File: config.mk
export PLATFORM = sky130hd
export DESIGN_NAME = axi4_bram_slave
export DESIGN_NICKNAME = d
export VERILOG_FILES = /design/src/rtl/axi4_pkg.sv /design/src/rtl/axi4_burst_addr_gen.sv /design/src/rtl/axi4_bram_slave.sv
export SDC_FILE = /design/constraint.sdc
export NUM_CORES = 1
export LEC_CHECK = 0
export CORE_AREA = 2 2 171 173
export DETAILED_ROUTE_END_ITERATION = 7
export DIE_AREA = 0 0 173 175
export PLACE_DENSITY_LB_ADDON = 0.08
export SLEW_MARGIN = 20
export SYNTH_ARGS = -nofsm -noshare
export SYNTH_HDL_FRONTEND = slang
export SYNTH_SLANG_ARGS = --single-unit
export TNS_END_PERCENT = 50
File: constraint.sdc
create_clock -name ACLK -period 2.9 [get_ports ACLK]
set_input_delay 0.58 -clock ACLK [delete_from_list [all_inputs] [get_ports ACLK]]
set_output_delay 0.58 -clock ACLK [all_outputs]
set_load 0.01 [all_outputs]
File: src/rtl/axi4_pkg.sv
// rtl/axi4_pkg.sv - shared AXI4 codes, engine states and burst legality check
package axi4_pkg;

    localparam logic [1:0] BURST_FIXED = 2'b00;
    localparam logic [1:0] BURST_INCR  = 2'b01;
    localparam logic [1:0] BURST_WRAP  = 2'b10;
    localparam logic [1:0] BURST_RSVD  = 2'b11;

    localparam logic [1:0] RESP_OKAY   = 2'b00;
    localparam logic [1:0] RESP_SLVERR = 2'b10;

    localparam logic [2:0] SIZE_1B = 3'b000;

    typedef enum logic [1:0] {
        W_IDLE = 2'd0,
        W_DATA = 2'd1,
        W_RESP = 2'd2
    } w_state_e;

    typedef enum logic {
        R_IDLE = 1'b0,
        R_DATA = 1'b1
    } r_state_e;

    // Only single-byte beats are legal, and WRAP needs a power-of-two beat count.
    function automatic logic burst_err(input logic [2:0] size, input logic [1:0] burst,
                                       input logic [7:0] len);
        logic bad_wrap_len;
        bad_wrap_len = !(len == 8'd1 || len == 8'd3 || len == 8'd7 || len == 8'd15);
        return (size != SIZE_1B) || (burst == BURST_RSVD) ||
               (burst == BURST_WRAP && bad_wrap_len);
    endfunction

endpackage

File: src/rtl/axi4_burst_addr_gen.sv
// rtl/axi4_burst_addr_gen.sv - combinational next beat address for FIXED/INCR/WRAP bursts
module axi4_burst_addr_gen
    import axi4_pkg::*;
#(
    parameter int AW = 5
) (
    input  logic [AW-1:0] addr_i,
    input  logic [AW-1:0] len_i,
    input  logic [1:0]    burst_i,
    output logic [AW-1:0] next_addr_o
);

    always_comb begin
        next_addr_o = addr_i;
        case (burst_i)
            BURST_INCR: next_addr_o = addr_i + AW'(1);
            // The current address always sits inside the wrap window, so its upper bits are the boundary.
            BURST_WRAP: next_addr_o = (addr_i & ~len_i) | ((addr_i + AW'(1)) & len_i);
            default:    next_addr_o = addr_i;
        endcase
    end

endmodule

File: src/rtl/axi4_bram_slave.sv
// rtl/axi4_bram_slave.sv - AXI4 slave with independent read/write engines over a block RAM
module axi4_bram_slave
    import axi4_pkg::*;
#(
    parameter int memWidth      = 8,
    parameter int memDepth      = 32,
    parameter int addressLength = 5
) (
    input  logic                     ACLK,
    input  logic                     ARESET,
    input  logic [3:0]               AWID,
    input  logic [addressLength-1:0] AWADDR,
    input  logic [7:0]               AWLEN,
    input  logic [2:0]               AWSIZE,
    input  logic [1:0]               AWBURST,
    input  logic                     AWVALID,
    output logic                     AWREADY,
    input  logic [3:0]               WID,
    input  logic [memWidth-1:0]      WDATA,
    input  logic                     WLAST,
    input  logic                     WVALID,
    output logic                     WREADY,
    output logic [3:0]               BID,
    output logic [1:0]               BRESP,
    output logic                     BVALID,
    input  logic                     BREADY,
    input  logic [3:0]               ARID,
    input  logic [addressLength-1:0] ARADDR,
    input  logic [7:0]               ARLEN,
    input  logic [2:0]               ARSIZE,
    input  logic [1:0]               ARBURST,
    input  logic                     ARVALID,
    output logic                     ARREADY,
    output logic [3:0]               RID,
    output logic [memWidth-1:0]      RDATA,
    output logic [1:0]               RRESP,
    output logic                     RLAST,
    output logic                     RVALID,
    input  logic                     RREADY
);

    localparam int AL = addressLength;

    logic [memWidth-1:0] mem [memDepth];

    // Bursts end on beat count alone.
    logic unused_wlast;
    assign unused_wlast = WLAST;

    w_state_e      w_state_q, w_state_d;
    logic [3:0]    awid_q, awid_d;
    logic [AL-1:0] waddr_q, waddr_d, waddr_next;
    logic [7:0]    wlen_q, wlen_d, wcnt_q, wcnt_d;
    logic [1:0]    wburst_q, wburst_d;
    logic          werr_q, werr_d;
    logic          awready_q, awready_d, wready_q, wready_d, bvalid_q, bvalid_d;
    logic [3:0]    bid_q, bid_d;
    logic [1:0]    bresp_q, bresp_d;
    logic          mem_we;

    axi4_burst_addr_gen #(.AW(AL)) u_waddr_gen (
        .addr_i      (waddr_q),
        .len_i       (wlen_q[AL-1:0]),
        .burst_i     (wburst_q),
        .next_addr_o (waddr_next)
    );

    always_comb begin
        w_state_d = w_state_q;
        awid_d    = awid_q;
        waddr_d   = waddr_q;
        wlen_d    = wlen_q;
        wburst_d  = wburst_q;
        wcnt_d    = wcnt_q;
        werr_d    = werr_q;
        mem_we    = 1'b0;
        case (w_state_q)
            W_IDLE: if (AWVALID && awready_q) begin
                awid_d    = AWID;
                waddr_d   = AWADDR;
                wlen_d    = AWLEN;
                wburst_d  = AWBURST;
                wcnt_d    = 8'd0;
                werr_d    = burst_err(AWSIZE, AWBURST, AWLEN);
                w_state_d = W_DATA;
            end
            W_DATA: if (WVALID && wready_q) begin
                if (werr_q || WID != awid_q) werr_d = 1'b1;
                else                         mem_we = 1'b1;
                waddr_d = waddr_next;
                wcnt_d  = wcnt_q + 8'd1;
                if (wcnt_q == wlen_q) w_state_d = W_RESP;
            end
            W_RESP: if (bvalid_q && BREADY) w_state_d = W_IDLE;
            default: w_state_d = W_IDLE;
        endcase
        awready_d = (w_state_d == W_IDLE);
        wready_d  = (w_state_d == W_DATA);
        bvalid_d  = (w_state_d == W_RESP);
        bid_d     = bvalid_d ? awid_d : 4'd0;
        bresp_d   = (bvalid_d && werr_d) ? RESP_SLVERR : RESP_OKAY;
    end

    always_ff @(posedge ACLK) begin
        if (ARESET) begin
            w_state_q <= W_IDLE;
            awid_q    <= '0;
            waddr_q   <= '0;
            wlen_q    <= '0;
            wburst_q  <= '0;
            wcnt_q    <= '0;
            werr_q    <= 1'b0;
            awready_q <= 1'b0;
            wready_q  <= 1'b0;
            bvalid_q  <= 1'b0;
            bid_q     <= '0;
            bresp_q   <= '0;
        end else begin
            w_state_q <= w_state_d;
            awid_q    <= awid_d;
            waddr_q   <= waddr_d;
            wlen_q    <= wlen_d;
            wburst_q  <= wburst_d;
            wcnt_q    <= wcnt_d;
            werr_q    <= werr_d;
            awready_q <= awready_d;
            wready_q  <= wready_d;
            bvalid_q  <= bvalid_d;
            bid_q     <= bid_d;
            bresp_q   <= bresp_d;
        end
    end

    always_ff @(posedge ACLK) begin
        if (mem_we && !ARESET) mem[waddr_q] <= WDATA;
    end

    r_state_e      r_state_q, r_state_d;
    logic [3:0]    arid_q, arid_d;
    logic [AL-1:0] raddr_q, raddr_d, raddr_next;
    logic [7:0]    rlen_q, rlen_d, rcnt_q, rcnt_d;
    logic [1:0]    rburst_q, rburst_d;
    logic          rerr_q, rerr_d, rload;
    logic          arready_q, arready_d, rvalid_q, rvalid_d, rlast_q, rlast_d;
    logic [3:0]    rid_q, rid_d;
    logic [1:0]    rresp_q, rresp_d;
    logic [memWidth-1:0] rdata_q;

    axi4_burst_addr_gen #(.AW(AL)) u_raddr_gen (
        .addr_i      (raddr_q),
        .len_i       (rlen_q[AL-1:0]),
        .burst_i     (rburst_q),
        .next_addr_o (raddr_next)
    );

    always_comb begin
        r_state_d = r_state_q;
        arid_d    = arid_q;
        raddr_d   = raddr_q;
        rlen_d    = rlen_q;
        rburst_d  = rburst_q;
        rcnt_d    = rcnt_q;
        rerr_d    = rerr_q;
        rload     = 1'b0;
        case (r_state_q)
            R_IDLE: if (ARVALID && arready_q) begin
                arid_d    = ARID;
                raddr_d   = ARADDR;
                rlen_d    = ARLEN;
                rburst_d  = ARBURST;
                rcnt_d    = 8'd0;
                rerr_d    = burst_err(ARSIZE, ARBURST, ARLEN);
                rload     = 1'b1;
                r_state_d = R_DATA;
            end
            R_DATA: if (rvalid_q && RREADY) begin
                if (rcnt_q == rlen_q) begin
                    r_state_d = R_IDLE;
                end else begin
                    raddr_d = raddr_next;
                    rcnt_d  = rcnt_q + 8'd1;
                    rload   = 1'b1;
                end
            end
            default: r_state_d = R_IDLE;
        endcase
        arready_d = (r_state_d == R_IDLE);
        rvalid_d  = (r_state_d == R_DATA);
        rlast_d   = rvalid_d && (rcnt_d == rlen_d);
        rid_d     = rvalid_d ? arid_d : 4'd0;
        rresp_d   = (rvalid_d && rerr_d) ? RESP_SLVERR : RESP_OKAY;
    end

    always_ff @(posedge ACLK) begin
        if (ARESET) begin
            r_state_q <= R_IDLE;
            arid_q    <= '0;
            raddr_q   <= '0;
            rlen_q    <= '0;
            rburst_q  <= '0;
            rcnt_q    <= '0;
            rerr_q    <= 1'b0;
            arready_q <= 1'b0;
            rvalid_q  <= 1'b0;
            rlast_q   <= 1'b0;
            rid_q     <= '0;
            rresp_q   <= '0;
        end else begin
            r_state_q <= r_state_d;
            arid_q    <= arid_d;
            raddr_q   <= raddr_d;
            rlen_q    <= rlen_d;
            rburst_q  <= rburst_d;
            rcnt_q    <= rcnt_d;
            rerr_q    <= rerr_d;
            arready_q <= arready_d;
            rvalid_q  <= rvalid_d;
            rlast_q   <= rlast_d;
            rid_q     <= rid_d;
            rresp_q   <= rresp_d;
        end
    end

    // Data is captured only when a beat is launched, so a stalled beat ignores later writes.
    always_ff @(posedge ACLK) begin
        if (ARESET || !rvalid_d) rdata_q <= '0;
        else if (rload)          rdata_q <= rerr_d ? '0 : mem[raddr_d];
    end

    assign AWREADY = awready_q;
    assign WREADY  = wready_q;
    assign BVALID  = bvalid_q;
    assign BID     = bid_q;
    assign BRESP   = bresp_q;
    assign ARREADY = arready_q;
    assign RVALID  = rvalid_q;
    assign RID     = rid_q;
    assign RDATA   = rdata_q;
    assign RRESP   = rresp_q;
    assign RLAST   = rlast_q;

endmodule

==> metrics.txt, run 1 <==
status finished, violations left; failing checks negative setup slack; max-cap violations 0; layout cell share with drive strength beyond 1 21.2%; buffers plus inverters on the worst setup path 5; TritonCTS clock tree done; drt pass-1 iters 5; post-layout util 64.3%; clk sinks about 340; Fin. Hold Viols 0; Final GP Congestion approximately 0.84; Worst setup SP type flip-flop; final WL ~36,000 um; first-pass GRT wire length approximately 56,000 um; wire length per cell around 20 um; Critical Path Sink Type flip-flop; setup violators final 8; DR vias/cell between 5 and 6; ys async rst share 0%; H-Tree Depth 2; Layout area overhead 30.1%; dpl hpwl around 23,000 um; Root Driver clkbuf_16; RSZ-0062 raised after global routing yes; share of the synthesized area in the top cell type 54.8%; #FFs+latches synth approximately 340; CP Launch Point rcnt_q[2]$_SDFF_PP0_; Die Area just over 30,000 sq um; clock buffer depth 3; min-delay worst type reg -> reg; crit path kind reg -> reg; GRT Resource Usage Total about a quarter; crit path max fanout 6; worst setup path endpoint RDATA[4]$_SDFFE_PP0P_; EDFF count, synth about 260; R2R cell count 15; leading cell type in the layout, fill and taps excluded edfxtp_1; Final Max Tran Viols 0; core area 28,400 sq um; reg-to-reg endpoint RDATA[4]$_SDFFE_PP0P_; CP top delay family compound AO/OA/AOI/OAI gates; ratio of final minimum period to clock period 106%; Clock Skew around 0.013 ns; largest net degree at the start of global routing 60; placed inst area 16,500 sq um; most frequent cells in the layout 256 x edfxtp_1, 202 x nand2_1, 144 x buf_4; GR Overflow Total 0; via count 10,035; initial antenna violation count 0; pwr dens approximately 630 nW/um^2; Slowest cell on crit path or4_4; DIE WIDTH 173 um; Initial Util 49.4%; Area contributors post-synth edfxtp_1 55%, dfxtp_1 12%, nand2_1 5.5%; min cycle time layout 3.07 ns; Routed Antenna Nets 0; Critical Path RT 3.35 ns; final worst slack -0.172 ns; reg2reg start rcnt_q[2]$_SDFF_PP0_; vias in the first global route ~10,000; WP data arrival 3.53 ns; Post-Syn Area about 14,000 sq um; worst slew pin tran approximately 0.64 ns; cts hold-fix bufs 0; Die Ht about 180 um; worst vdd ir between 0.5 and 0.6 mV; Slew HR a little under three fifths; Ys Warns 0; 1st-iter DRT viols about 900; CP most frequent cell buf_12; FMAX 326 MHz; DRC violations left 0; Row Count 62; WHS between 0.4 and 0.5 ns; Ports 90; R2R setup slack -0.17 ns; WP depth 15; CTS Buf Count 36; design area ~18,000 sq um; Worst-Skew Late Latency around 0.5 ns; post-synthesis average cell area 12.0 sq um; Lkg Pwr around 6.5 nW; clock slew at reported path FFs roughly 0.06 ns; Synth cell types 60; top cell type by total area after synthesis edfxtp_1; Port Buffers 86; post-synthesis sequential area ratio about two thirds; worst path cell trace xor2_2 > or4_4 > o21ai_4 > buf_6 > o22a_4 > and2_4 > buf_12 > buf_12 > buf_12 > buf_12 > a21oi_1 > a22oi_2 > o22ai_2 > o22ai_2 > a22o_1; Nets ~1,500; Max stage delay on crit path roughly 0.56 ns; Top FF cell, synth edfxtp_1; Syn Inst Count around 1,200
-- how the worst min path moves through the flow --
| stage | startpoint | end | slack (ns) | cells past startpoint |
|---|---|---|---|---|
| 6_report | arid_q[1]$_SDFF_PP0_ | arid_q[1]$_SDFF_PP0_ | 0.46 | 2 |
| 4_1_cts | arid_q[1]$_SDFF_PP0_ | arid_q[1]$_SDFF_PP0_ | 0.46 | 2 |
| 3_5_place_dp | arid_q[1]$_SDFF_PP0_ | arid_q[1]$_SDFF_PP0_ | 0.45 | 2 |
| 3_3_place_gp | arid_q[2]$_SDFF_PP0_ | arid_q[2]$_SDFF_PP0_ | 0.44 | 2 |
| 5_1_grt | arid_q[1]$_SDFF_PP0_ | arid_q[1]$_SDFF_PP0_ | 0.48 | 2 |
| 2_1_floorplan | arid_q[0]$_SDFF_PP0_ | arid_q[0]$_SDFF_PP0_ | 0.43 | 2 |
-- cell type report --
cell class	count	area, sq um
inverters	11	41.3
clock inverters	12	80.1
fillers	2279	10100
repair buffers	261	2530
multi-input cells	764	4790
clock buffers	50	1020
well taps	384	480
diodes	1	2.50
flip-flops and latches	338	9330
-- per-layer routing --
metal	track usage, %	wire length (um)
met5	0	0
met3	4.26	1790
met1	31.7	15800
met4	7.34	946
met2	39.5	17100
-- state kept, by name, indices dropped and copies added, names as in the netlist, 2 cells and up, named ones only --
name and count:
wcnt_q 8, wlen_q 8, BID 4, rburst_q 2, raddr_q 5, RDATA 8, wburst_q 2, awid_q 4
RID 4, arid_q 4, w_state_q 2, rcnt_q 8, rlen_q 8, mem 256
-- worst reg2reg max path: stages (launching register included) --
cell and delay (ns):
dfxtp_2 0.33, xor2_2 0.17, or4_4 0.56, o21ai_4 0.16, buf_6 0.14, o22a_4 0.18, and2_4 0.20, buf_12 0.15
buf_12 0.13, buf_12 0.10, buf_12 0.09, a21oi_1 0.07, a22oi_2 0.24, o22ai_2 0.12, o22ai_2 0.23, a22o_1 0.16
-- repair_timing --
| item | 4_1_cts | 5_1_grt |
|---|---|---|
| pin swaps | 19 | 11 |
| resized for setup | 60 | 22 |
| cloned | 3 | 0 |
| setup endpoints to repair | 8 | 8 |
| setup buffers | 15 | 1 |
-- synth_stat cells (12+ instances only) --
cell type  number
edfxtp_1      256
clkbuf_1       35
xnor2_1        22
buf_2          15
nor2_1         99
mux2i_1        42
o22ai_1        29
nand2_1       204
xor2_1         18
a21oi_1       109
a31oi_1        12
dfxtp_1        82
nand3_1        37
a22oi_1        35
-- power breakdown --
part	leakage [nW]	internal, mW	switching, mW
Clock	0.542	2.53	1.77
Combinational	3.03	0.886	1.01
Sequential	2.97	5.25	0.0559
-- logic make-up after synthesis --
kind of cell	share of synthesized area, %
AOI/OAI and AO/OA	11.3
xor gates and xnor gates	2.50
adders and majority gates	0.802
buffers and inverters	2.49
DFF	66.4
muxes	3.32
other	0.0267
and+or+nand+nor	13.2
-- through the flow --
| step | cells | setup TNS [ns] | setup WS, ns | power (mW) |
|---|---|---|---|---|
| 2_1_floorplan | 1175 | 0 | 0.0126 | 6.26 |
| 3_3_place_gp | 1741 | -4.09 | -0.583 | 6.99 |
| 3_5_place_dp | 1741 | -4.24 | -0.597 | 7.00 |
| 4_1_cts | 1820 | -0.872 | -0.149 | 11.5 |
| 5_1_grt | 1820 | -2.00 | -0.281 | 11.9 |
| 6_report | 1821 | -1.04 | -0.172 | 11.5 |
No activity file was read; power rests on OpenSTA's default activity.
==> inputs of run 2 (changes only) <==
Settings changed: DONT_BUFFER_PORTS set to 1.
==> metrics.txt, run 2 (synthesis results as in run 1) <==
diode count 0 (-1); DIE WIDTH 173 um (unchanged); clock buffer depth 3 (unchanged); layout cell share with drive strength beyond 1 18.7% (-2.5 points); CP Launch Point rcnt_q[1]$_SDFF_PP0_; Cells after DPL 1,631 (-6.3%); Final Max Tran Viols 0 (unchanged); ratio of final minimum period to clock period 107% (+0.89 points); DR vias/cell 5.59 (+1.4%); Fin. Hold Viols 0 (unchanged); Critical Path Sink Type flip-flop; worst slew pin tran 0.558 ns (-0.0853 ns); FMAX 323 MHz (-0.83%); core area 28,400 sq um (unchanged); TritonCTS clock tree done; WP data arrival 3.51 ns (-0.02 ns); Worst-Skew Late Latency 0.53 ns (+0.02 ns); leading cell type in the layout, fill and taps excluded edfxtp_1; initial antenna violation count 0 (unchanged); min-delay worst type in -> reg; Slew HR 62.6% (+5.5 points); Layout area overhead 20.3%; min cycle time layout 3.10 ns (+0.0258 ns); Routed Antenna Nets 0 (unchanged); Initial Util 49.4% (unchanged); dpl hpwl 22,700 um (-0.11%); cts hold-fix bufs 0 (unchanged); design area 16,900 sq um (-7.6%); most frequent cells in the layout 256 x edfxtp_1, 202 x nand2_1, 127 x buf_4; largest net degree at the start of global routing 62 (+3.3%); Nets 1,371 (-7.7%); Root Driver clkbuf_16; first-pass GRT wire length 54,300 um (-2.2%); Worst setup SP type flip-flop; clock slew at reported path FFs 0.06 ns (about the same); R2R cell count 12 (-3); Lkg Pwr 6.04 nW (-7.6%); Ports 90 (unchanged); reg2reg start rcnt_q[1]$_SDFF_PP0_; final WL 35,200 um (-1.0%); CTS Buf Count 37 (+2.8%); max-cap violations 0 (unchanged); worst setup path endpoint RDATA[0]$_SDFFE_PP0P_; Row Count 62 (unchanged); Critical Path RT 3.31 ns (-0.04 ns); pwr dens 681 nW/um^2 (+8.2%); total power 11.5 mW (about the same); vias in the first global route 9,293 (-6.9%); RSZ-0062 raised after global routing yes; R2R setup slack -0.20 ns (-0.03 ns); H-Tree Depth 2 (unchanged); wire length per cell 20.6 um (+5.5%); 1st-iter DRT viols 732 (-18%); Die Area 30,300 sq um (unchanged); GR Overflow Total 0 (unchanged); Final Non-Filler Cells 1,708 (-6.2%); Clock Skew 0.0240 ns (+0.0113 ns); Final GP Congestion 0.826 (-2.0%); placed inst area 15,400 sq um (-6.6%); final worst slack -0.198 ns (-0.0258 ns); via count 9,547 (-4.9%); DRC violations left 0 (unchanged); setup violators final 8 (unchanged); largest register by flop count mem; TNS Setup -1.23 ns (-0.199 ns); clk sinks 338 (unchanged); drt pass-1 iters 5 (unchanged); number of flip-flops in the largest register 256 (unchanged); reg-to-reg endpoint RDATA[0]$_SDFFE_PP0P_; Port Buffers 0 (-100%); crit path kind reg -> reg; crit path max fanout 7 (+1); Die Ht 175 um (unchanged); failing checks negative setup slack; status finished, violations left; worst vdd ir 0.443 mV (-16%); GRT Resource Usage Total 23.3% (-0.36 points); WHS 0.142 ns (-0.317 ns)
run 2: how the worst min path moves through the flow:
stage,start,endpoint,slack (ns),depth (start not counted)
floorplan,arid_q[0]$_SDFF_PP0_,arid_q[0]$_SDFF_PP0_,0.43,2
global placement,arid_q[3]$_SDFF_PP0_,arid_q[3]$_SDFF_PP0_,0.43,2
detailed placement,arid_q[0]$_SDFF_PP0_,arid_q[0]$_SDFF_PP0_,0.44,2
CTS,ARESET,wlen_q[1]$_SDFFE_PP0P_,0.11,1
global route,ARESET,wlen_q[3]$_SDFFE_PP0P_,0.11,1
finish,ARESET,rlen_q[7]$_SDFF_PP0_,0.14,1
run 2: routing by layer:
metal  global-route usage (%)  vias up  wire, um
met5                        0        -         0
li1                         -     4581         -
met4                     6.50        0       843
met3                     3.35       59      1400
met2                     36.7      189     16100
met1                     34.0     4718     16900
run 2: final cells by class:
| class | count | area, sq um |
|---|---|---|
| Inverter | 11 | 41.3 |
| Timing Repair Buffer | 146 | 1320 |
| Multi-Input combinational cell | 764 | 4520 |
| Fill cell | 2407 | 11500 |
| Tap cell | 384 | 480 |
| Sequential cell | 338 | 9330 |
| Clock inverter | 15 | 150 |
| Clock buffer | 50 | 1050 |
run 2: metrics by stage:
step	setup slack [ns]	utilization [%]
finish	-0.198	59.5
global placement	-0.223	54.3
floorplan	0.0126	-
CTS	-0.189	58.8
detailed placement	-0.283	54.3
global route	-0.292	59.5
run 2: repair_timing:
item,in CTS,in global routing
setup buffers,2,9
setup endpoints to repair,8,8
resized for setup,14,23
pin swaps,7,10
cloned,1,1
run 2: power by group:
part	total, mW	switching (mW)	internal [mW]	leakage (nW)
sequential	5.31	0.0619	5.25	2.97
combinational	1.52	0.840	0.679	2.49
clock	4.67	1.87	2.79	0.586
run 2: worst max-delay path: stages (launching register included):
cell and delay [ns]:
dfxtp_2 0.32, xor2_1 0.15, or4_4 0.58, o21ai_4 0.23
o22a_4 0.20, and2_4 0.33, buf_8 0.18, mux2i_1 0.20
o22ai_1 0.12, nor4_1 0.26, buf_4 0.18, nor2_1 0.04
a22o_1 0.19
==> inputs of run 3 (changes only) <==
Settings changed: CTS_CLUSTER_SIZE set to 8.
==> metrics.txt, run 3 (synthesis results as in run 1) <==
Clock Power Share 42.7% (+2.1 points); Worst-Skew Late Latency 0.54 ns (about the same); H-Tree Depth 2 (unchanged); via count 9,625 (+0.82%); Die Ht 175 um (unchanged); hold path startpoint ARESET; Flop pwr share 44.8% (-1.4 points); worst slew pin tran 0.552 ns (-0.00639 ns); failing checks negative setup slack; largest net degree at the start of global routing 62 (unchanged); Row Count 62 (unchanged); DIE WIDTH 173 um (unchanged); Int Pwr 9.03 mW (+3.6%); GR Overflow Total 0 (unchanged); Initial Util 49.4% (unchanged); FMAX 320 MHz (-0.78%); DRC violations left 0 (unchanged); initial antenna violation count 0 (unchanged); RSZ-0062 raised after global routing yes; core area 28,400 sq um (unchanged); status finished, violations left; Lkg Pwr 6.07 nW (+0.45%); vias in the first global route 9,413 (+1.3%); Final Max Tran Viols 0 (unchanged); Layout area overhead 21.2%; DR vias/cell 5.62 (+0.52%); min-delay worst type in -> reg; CP Launch Point rcnt_q[1]$_SDFF_PP0_; Slew HR 63.2% (+0.55 points); drt pass-1 iters 5 (unchanged); switching share of power 23.9% (-0.22 points); fillcell total 2,384 (-0.96%); Routed Antenna Nets 0 (unchanged); Worst setup SP type flip-flop; total power 11.9 mW (+3.3%); TNS Setup -1.14 ns (+0.0920 ns); setup violators final 8 (unchanged); WP data arrival 3.55 ns (+0.04 ns); largest register by flop count mem; pwr dens 698 nW/um^2 (+2.5%); NetSw 2.84 mW (+2.3%); ratio of final minimum period to clock period 108% (+0.84 points); worst vdd ir 0.457 mV (+3.3%); final WL 35,100 um (-0.28%); leading cell type in the layout, fill and taps excluded edfxtp_1; Gate power share 12.5% (-0.7 points); dpl hpwl 22,700 um (unchanged); clk sinks 338 (unchanged); layout cell share with drive strength beyond 1 18.7% (-0.070 points); max-cap violations 0 (unchanged); number of flip-flops in the largest register 256 (unchanged); Clock Skew 0.0169 ns (-0.00707 ns); final worst slack -0.222 ns (-0.0244 ns); Critical Path Sink Type flip-flop; Critical Path RT 3.33 ns (+0.02 ns); most frequent cells in the layout 256 x edfxtp_1, 201 x nand2_1, 122 x buf_4; Root Driver clkbuf_16; clock slew at reported path FFs 0.05 ns (about the same); WHS 0.114 ns (-0.0280 ns); Ports 90 (unchanged); reg2reg start rcnt_q[1]$_SDFF_PP0_; clock buffer depth 3 (unchanged); Cells after DPL 1,631 (unchanged); Final GP Congestion 0.826 (unchanged); 1st-iter DRT viols 908 (+24%); first-pass GRT wire length 54,700 um (+0.76%); GRT Resource Usage Total 23.4% (+0.11 points); TritonCTS clock tree done; Fin. Hold Viols 0 (unchanged); dpl ws -0.283 ns (unchanged); cts hold-fix bufs 0 (unchanged); min cycle time layout 3.12 ns (+0.0244 ns); wire length per cell 20.5 um (-0.57%); diode count 0 (unchanged); Port Buffers 0 (unchanged); Die Area 30,300 sq um (unchanged); CTS Buf Count 48 (+30%); R2R cell count 12 (unchanged); crit path kind reg -> reg; Hold Path Depth 1 (unchanged); Nets 1,376 (+0.36%); crit path max fanout 30 (+23); Final Non-Filler Cells 1,713 (+0.29%)
run 3: cell count changes in the layout (fill, tap and decap cells not counted), moves of 3 or more:
cell       previous run  this run
clkinv_2              5         0
clkinv_1              5         0
bufinv_16             3         0
clkbuf_1              8        24
clkbuf_16            40        50
buf_4               127       122
clkbuf_8              3         0
run 3: worst paths after layout:
path,end,slack [ns]
max reg2reg,RDATA[1]$_SDFFE_PP0P_,-0.22
max,RDATA[1]$_SDFFE_PP0P_,-0.22
min,wlen_q[0]$_SDFFE_PP0P_,0.11
min reg2reg,arid_q[2]$_SDFF_PP0_,0.45
run 3: area by class of cell:
type / instances / area, sq um / area share [%]
clock buffers: 74 / 1340 / 7.89
clock inverters: 2 / 23.8 / 0.140
inverters: 11 / 41.3 / 0.243
multi-input cells: 764 / 4550 / 26.7
flip-flops and latches: 338 / 9330 / 54.9
well taps: 384 / 480 / 2.82
repair buffers: 140 / 1240 / 7.32
run 3: power groups by stage:
stage	clock network, mW	registers, mW	logic (mW)
after CTS	5.16	5.32	1.43
final	5.07	5.32	1.48
after global placement	0	5.41	1.36
after floorplan	0	5.39	0.868
after global routing	5.36	5.32	1.61
after detailed placement	0	5.41	1.38
run 3: timing repair:
item                                    in CTS  in global routing
buffers inserted                             3                  2
gates cloned                                 1                  0
endpoints found under the setup margin       8                  8
resized for setup                           20                 21
pin swaps                                    9                  7
run 3: worst max-delay path, stage by stage, from the launching register on:
cell and delay [ns]:
dfxtp_2 0.32, xor2_1 0.16, or4_4 0.58, o21ai_4 0.24
nand3b_4 0.13, and2_4 0.26, buf_12 0.19, a21oi_1 0.24
a22oi_2 0.15, o22ai_1 0.26, o22ai_2 0.15, buf_4 0.15
a22o_1 0.18
run 3: metrics by stage:
step | cell area (sq um) | util (%)
after floorplan | 14000 | -
after global placement | 15400 | 54.3
after detailed placement | 15400 | 54.3
after CTS | 16900 | 59.5
after global routing | 17000 | 59.9
final | 17000 | 59.9
run 3: layer usage:
metal  track usage (%)  routed length, um  up-vias
met2              36.9              16200      221
met1              34.1              16600     4739
met4              6.29                791        0
met5                 0                  0        -
met3              3.57               1540       65
li1                  -                  -     4600
